[config.mk]
export PLATFORM = sky130hd
export DESIGN_NAME = acc_cell
export DESIGN_NICKNAME = d
export VERILOG_FILES = /design/src/rtl/acc_cell.sv
export SDC_FILE = /design/constraint.sdc
export NUM_CORES = 1
export LEC_CHECK = 0
export CAP_MARGIN = 0
export CORE_MARGIN = 1
export CORE_UTILIZATION = 54
export CTS_CLUSTER_DIAMETER = 30
export DETAILED_ROUTE_END_ITERATION = 10
export PLACE_DENSITY_LB_ADDON = 0.2
export SKIP_CTS_REPAIR_TIMING = 1
export SYNTH_ARGS = -nofsm -noshare
export SYNTH_HDL_FRONTEND = slang
export SYNTH_SLANG_ARGS = --single-unit
[constraint.sdc]
create_clock -name clk -period 8.3 [get_ports clk]
set_clock_uncertainty 0.15 [all_clocks]
set_input_delay 1.245 -clock clk [delete_from_list [all_inputs] [get_ports clk]]
set_output_delay 1.245 -clock clk [all_outputs]
set_load 0.03 [all_outputs]
[src/rtl/acc_cell.sv]
// Saturating/wrapping group accumulator for valid-qualified signed fixed-point streams.
// Optional abort input acc_clr is enabled by defining ACC_CELL_CLR_IN_EN.
module acc_cell #(
  parameter int ACC_WORD_WDT = 16,
  parameter int ACC_CNT_WDT  = 8,
  parameter int ACC_SATUR    = 1
) (
  input  logic                    clk,
  input  logic                    rst,
  input  logic                    clk_en,
`ifdef ACC_CELL_CLR_IN_EN
  input  logic                    acc_clr,
`endif
  input  logic [ACC_WORD_WDT-1:0] acc_op,
  input  logic                    acc_op_val,
  input  logic [ACC_CNT_WDT-1:0]  acc_len,
  output logic [ACC_WORD_WDT-1:0] acc_res,
  output logic                    acc_res_val,
  output logic                    acc_ovf,
  output logic                    acc_busy
);

  localparam logic signed [ACC_WORD_WDT-1:0] MAXV = {1'b0, {(ACC_WORD_WDT-1){1'b1}}};
  localparam logic signed [ACC_WORD_WDT-1:0] MINV = {1'b1, {(ACC_WORD_WDT-1){1'b0}}};
  localparam logic [ACC_CNT_WDT-1:0]         ONE  = {{(ACC_CNT_WDT-1){1'b0}}, 1'b1};

  typedef enum logic {IDLE, ACCUM} state_t;

  // Returns {overflow, result}; result is clamped when saturation is enabled.
  function automatic logic [ACC_WORD_WDT:0] sat_add(input logic signed [ACC_WORD_WDT-1:0] a,
                                                    input logic signed [ACC_WORD_WDT-1:0] b);
    logic signed [ACC_WORD_WDT-1:0] s;
    logic                           o;
    s = a + b;
    o = (a[ACC_WORD_WDT-1] == b[ACC_WORD_WDT-1]) && (s[ACC_WORD_WDT-1] != a[ACC_WORD_WDT-1]);
    if ((ACC_SATUR != 0) && o) s = a[ACC_WORD_WDT-1] ? MINV : MAXV;
    return {o, s};
  endfunction

  state_t                          state_q, state_d;
  logic signed [ACC_WORD_WDT-1:0]  acc_q, acc_d;
  logic [ACC_CNT_WDT-1:0]          cnt_q, cnt_d;
  logic [ACC_CNT_WDT-1:0]          len_q, len_d;
  logic                            ovf_q, ovf_d;
  logic [ACC_WORD_WDT-1:0]         res_q, res_d;
  logic                            res_val_q, res_val_d;
  logic                            res_ovf_q, res_ovf_d;

  logic signed [ACC_WORD_WDT-1:0]  step_sum;
  logic                            step_ovf;
  logic [ACC_CNT_WDT-1:0]          len_eff;
  logic [ACC_CNT_WDT-1:0]          cnt_inc;
  logic                            clr;

`ifdef ACC_CELL_CLR_IN_EN
  assign clr = acc_clr;
`else
  assign clr = 1'b0;
`endif

  always_comb begin
    state_d   = state_q;
    acc_d     = acc_q;
    cnt_d     = cnt_q;
    len_d     = len_q;
    ovf_d     = ovf_q;
    res_d     = res_q;
    res_val_d = 1'b0;
    res_ovf_d = res_ovf_q;
    {step_ovf, step_sum} = sat_add(acc_q, acc_op);
    len_eff   = (acc_len == '0) ? ONE : acc_len;
    cnt_inc   = cnt_q + ONE;

    // Abort wins over a coincident operand; the last emitted result is kept.
    if (clr) begin
      state_d = IDLE;
      cnt_d   = '0;
    end else if (acc_op_val) begin
      unique case (state_q)
        IDLE: begin
          acc_d = acc_op;
          ovf_d = 1'b0;
          cnt_d = ONE;
          len_d = len_eff;
          if (len_eff == ONE) begin
            res_d     = acc_op;
            res_ovf_d = 1'b0;
            res_val_d = 1'b1;
          end else begin
            state_d = ACCUM;
          end
        end
        ACCUM: begin
          acc_d = step_sum;
          ovf_d = ovf_q | step_ovf;
          cnt_d = cnt_inc;
          if (cnt_inc == len_q) begin
            res_d     = step_sum;
            res_ovf_d = ovf_q | step_ovf;
            res_val_d = 1'b1;
            state_d   = IDLE;
          end
        end
        default: state_d = IDLE;
      endcase
    end
  end

  always_ff @(posedge clk) begin
    if (rst) begin
      state_q   <= IDLE;
      acc_q     <= '0;
      cnt_q     <= '0;
      len_q     <= '0;
      ovf_q     <= 1'b0;
      res_q     <= '0;
      res_val_q <= 1'b0;
      res_ovf_q <= 1'b0;
    end else if (clk_en) begin
      state_q   <= state_d;
      acc_q     <= acc_d;
      cnt_q     <= cnt_d;
      len_q     <= len_d;
      ovf_q     <= ovf_d;
      res_q     <= res_d;
      res_val_q <= res_val_d;
      res_ovf_q <= res_ovf_d;
    end
  end

  assign acc_res     = res_q;
  assign acc_res_val = res_val_q;
  assign acc_ovf     = res_ovf_q;
  assign acc_busy    = (state_q == ACCUM);

endmodule

==> metrics.log <==
INFO  metric outcome = completed
INFO  metric cts.sinks = 52
INFO  metric yosysTopAreaCell = dfxtp_1
INFO  metric clk_path_buf_depth = 2
INFO  metric async_reset_ff_share = 0%
INFO  metric power.density_cell_area = 141.7 mW/mm2
INFO  metric design.portCount = 47
INFO  metric hold_wc_startpoint = acc_res[7]
INFO  metric clock_insertion_delay_worst_skew = 320 ps
INFO  metric crit-reg2reg-capture = acc_res[12]
INFO  metric htree_levels = 2
INFO  metric pin_count_of_the_biggest_net_entering_global_routing = 52
INFO  metric vias_per_cell = 6.049
INFO  metric clockRootBuffer = clkbuf_8
INFO  metric reg2reg_from = acc_q[12]
INFO  metric rsz0062_at_grt = false
INFO  metric synth-edff-count = 0
INFO  metric post-dp-hpwl = 6002 um
INFO  metric peak_supply_drop = 0.08870 mV
INFO  metric count_of_unresolved_drc_violations_after_routing = 0
INFO  metric post_route_cells_drive_above_1_share = 4.211%
INFO  metric synthesis.area_per_instance = 7.358 um2
INFO  metric cp_common_cell = a21oi_1
INFO  metric timing.critical_path.arrival = 4390 ps
INFO  metric ys_seq_elements = 52
INFO  metric seq_area = 0.001041 mm2
INFO  metric worst-r2r-setup-slack = 5050 ps
INFO  metric crit_path_end = acc_res[12]
INFO  metric cell_by_cell_listing_of_the_critical_path = clkdlybuf4s50_1 > ha_1 > o21ai_0 > a21oi_1 > nand2_1 > a21oi_1 > nor2_1 > nor4_1 > o22ai_1 > a211oi_1
INFO  metric placement_rows = 27
INFO  metric die_h = 79.87 um
INFO  metric final_period_minus_worst_setup_slack = 4331 ps
INFO  metric timing.critical_path.slowest_cell_delay = 510 ps
INFO  metric drt_wl_total = 8415 um
INFO  metric globalRouteTotalUtil = 27.81%
INFO  metric grt_pass1_vias = 3079
INFO  metric die_area = 0.006379 mm2
INFO  metric finalHoldViolations = 0
INFO  metric cpLargestDelayFamily = compound AO/OA/AOI/OAI gates
INFO  metric cts-buffers-inserted = 5
INFO  metric maxSlewViolCount = 0
INFO  metric grt_pass1_wl = 13970 um
INFO  metric sequential_area_share_after_synthesis = 31.79%
INFO  metric setup_viol_count_final = 0
INFO  metric p_sw_share = 31.79%
INFO  metric antenna_viol_nets_final = 0
INFO  metric yosysWarningCount = 0
INFO  metric synth.top_cells.by_count = 79 x nand2_1, 55 x a21oi_1, 52 x dfxtp_1
INFO  metric dp_worst_setup_slack = 3708 ps
INFO  metric detailroute.via_count = 3309
INFO  metric multi_input_area = 0.002086 mm2
INFO  metric timing.critical_path.from_type = input pin
INFO  metric synthFlopType = dfxtp_1
INFO  metric drt-pass1-iter-count = 5
INFO  metric achievable-frequency = 230.9 MHz
INFO  metric cp_num_cells = 10
INFO  metric cp.required = 8360 ps
INFO  metric critPathCaptureType = flip-flop
INFO  metric cap_viol_max_count = 0
INFO  metric flow.area_growth_from_synthesis = 17.04%
INFO  metric total_switching_power = 0.0001726 W
INFO  metric die_width = 79.87 um
INFO  metric synth_cells = 445
INFO  metric number_of_antenna_violations_at_the_first_check_in_global_routing = 0
INFO  metric nets = 519
INFO  metric dr.first_iter.drc_count = 215
INFO  metric cts_tree = yes
INFO  metric p_int = 0.0003703 W
INFO  metric grt-ovfl-total = 0
INFO  metric placed_cell_area = 0.003737 mm2
INFO  metric crit_start = acc_op[11]
INFO  metric final_core_util = 67.53%
INFO  metric placement.io_buffers = 46
INFO  metric fillerInstances = 510
INFO  metric clock_pin_slew_of_the_registers_on_the_worst_case_setup_and_hold_paths = 110 ps
INFO  metric power.share.combinational = 22.4%
INFO  metric post_synth_top_area_share = 31.79%
INFO  metric crit_slowest_cell = a21oi_1
INFO  metric place_congestion = 0.8758
INFO  metric design.core.area = 0.005675 mm2
INFO  metric timing.setup.tns = 0 ps
INFO  metric final_cell_area = 0.003832 mm2
INFO  metric kind_of_critical_path = input pin to flip-flop
INFO  metric min-delay-path-class = flip-flop to flip-flop
INFO  metric yosysMostFrequentCell = nand2_1
INFO  metric p_total = 0.0005429 W
INFO  metric wire_per_inst = 15.38 um
INFO  metric antenna_cells_inserted = 0
INFO  metric layout_setup_ws = 3969 ps
INFO  metric final_critical_path_share_of_the_clock_period = 52.19%
INFO  metric mappedNetlistNets = 490
INFO  metric max-slew-margin-rel = 42.30%
INFO  metric synth.area.top_cells = dfxtp_1 32%, nand2_1 9.1%, a21oi_1 8.4%
INFO  metric synth.distinct_cells = 54
INFO  metric largest_fanout_of_any_net_on_the_critical_path = 8
INFO  metric r2r.worst_path.cells = 9
INFO  metric power_leakage = 1.374 nW
INFO  metric floorplan.initialDensity = 57.69%
INFO  metric mappedNetlistArea = 0.003274 mm2
INFO  metric seqPwrFrac = 48.6%
INFO  metric max_slew.worst_pin.slew = 865.5 ps
INFO  metric power.clock.fraction = 28.9%
INFO  metric critical_path_buf_inv_count = 1
[stage by stage]
step / cells / hold slack (ps)
6_report: 547 / 312.4
5_1_grt: 547 / 335.2
4_1_cts: 547 / 315.6
3_5_place_dp: 539 / 300.3
3_3_place_gp: 539 / 293.9
2_1_floorplan: 445 / 290.0
[worst register-to-register path: stages (launching register included)]
cell      delay, ps
dfxtp_1         330
ha_1            410
o21ai_0         130
a21oi_1         440
nand2_1         100
a21oi_1         510
nor2_1          250
nor4_1          340
o22ai_1         160
a211oi_1        340
[layer usage]
metal	track usage [%]	part of all wire (%)	wire length, um	vias to the layer above
met4	10.71	2.5	214	0
met2	47.95	48	4013	124
met3	4.229	5.4	455	19
met1	34.59	44	3732	1509
li1	-	-	-	1657
met5	0	0	0	-
[power by group through the flow]
stage / registers (W) / logic [W] / clock network [W]
3_5_place_dp: 0.000270 / 0.000119 / 0
5_1_grt: 0.000265 / 0.000135 / 0.000170
6_report: 0.000264 / 0.000122 / 0.000157
3_3_place_gp: 0.000269 / 0.000117 / 0
4_1_cts: 0.000264 / 0.000120 / 0.000160
2_1_floorplan: 0.000269 / 0.0000826 / 0
[final cells by class]
type                            count  share of cell area, %
Clock inverter                      3                 0.6856
Inverter                            8                 0.7835
Multi-Input combinational cell    357                  54.42
Clock buffer                        5                  1.796
Timing Repair Buffer               50                  12.80
Tap cell                           72                  2.351
Sequential cell                    52                  27.16
[cell families (layout without fill, tap and decap cells)]
family                   count (synthesis)  count (layout)  synth area share (%)
buffers and inverters                   36              66                 4.509
flip-flops                              52              52                 31.79
multiplexers                             3               3                0.9553
AO/OA/AOI/OAI                          139             139                 26.10
XOR/XNOR                                16              16                 4.280
adder cells (fa/ha/maj)                 17              17                 6.725
AND/OR/NAND/NOR                        182             182                 25.64
[registers in the layout, indices dropped and copies added (netlist names)]
| register | cells |
|---|---|
| acc_ovf | 1 |
| acc_res | 16 |
| acc_res_val | 1 |
| acc_q | 16 |
| cnt_q | 8 |
| ovf_q | 1 |
| acc_busy | 1 |
| len_q | 8 |
[how the worst min path moves through the flow]
| stage | endpoint | cells after the start | slack, ps |
|---|---|---|---|
| detailed placement | acc_res[5] | 2 | 300 |
| floorplan | acc_q[0] | 2 | 290 |
| global route | acc_q[0] | 2 | 340 |
| global placement | acc_res[1] | 2 | 290 |
| finish | acc_res[7] | 2 | 310 |
| CTS | acc_res[5] | 2 | 320 |
[placed cells by master (no fill, tap or decap), types with 3 or more instances in the layout]
| cell | netlist | routed |
|---|---|---|
| a211oi_1 | 3 | 3 |
| a21o_1 | 4 | 4 |
| a21oi_1 | 55 | 55 |
| a22oi_1 | 5 | 5 |
| a31oi_1 | 15 | 15 |
| and2_1 | 3 | 3 |
| buf_4 | 2 | 4 |
| clkbuf_8 | 0 | 5 |
| clkdlybuf4s50_1 | 0 | 46 |
| dfxtp_1 | 52 | 52 |
| ha_1 | 16 | 16 |
| inv_1 | 7 | 7 |
| nand2_1 | 79 | 79 |
| nand2b_1 | 3 | 3 |
| nand3_1 | 17 | 17 |
| nor2_1 | 41 | 41 |
| nor3_1 | 12 | 12 |
| nor4_1 | 6 | 6 |
| o211ai_1 | 11 | 11 |
| o21a_1 | 3 | 3 |
| o21ai_0 | 21 | 21 |
| o221ai_1 | 3 | 3 |
| o22ai_1 | 4 | 4 |
| o41ai_1 | 3 | 3 |
| or3_1 | 4 | 4 |
| xnor2_1 | 9 | 9 |
| xor2_1 | 7 | 7 |
Power figures use the tool's default switching activity.
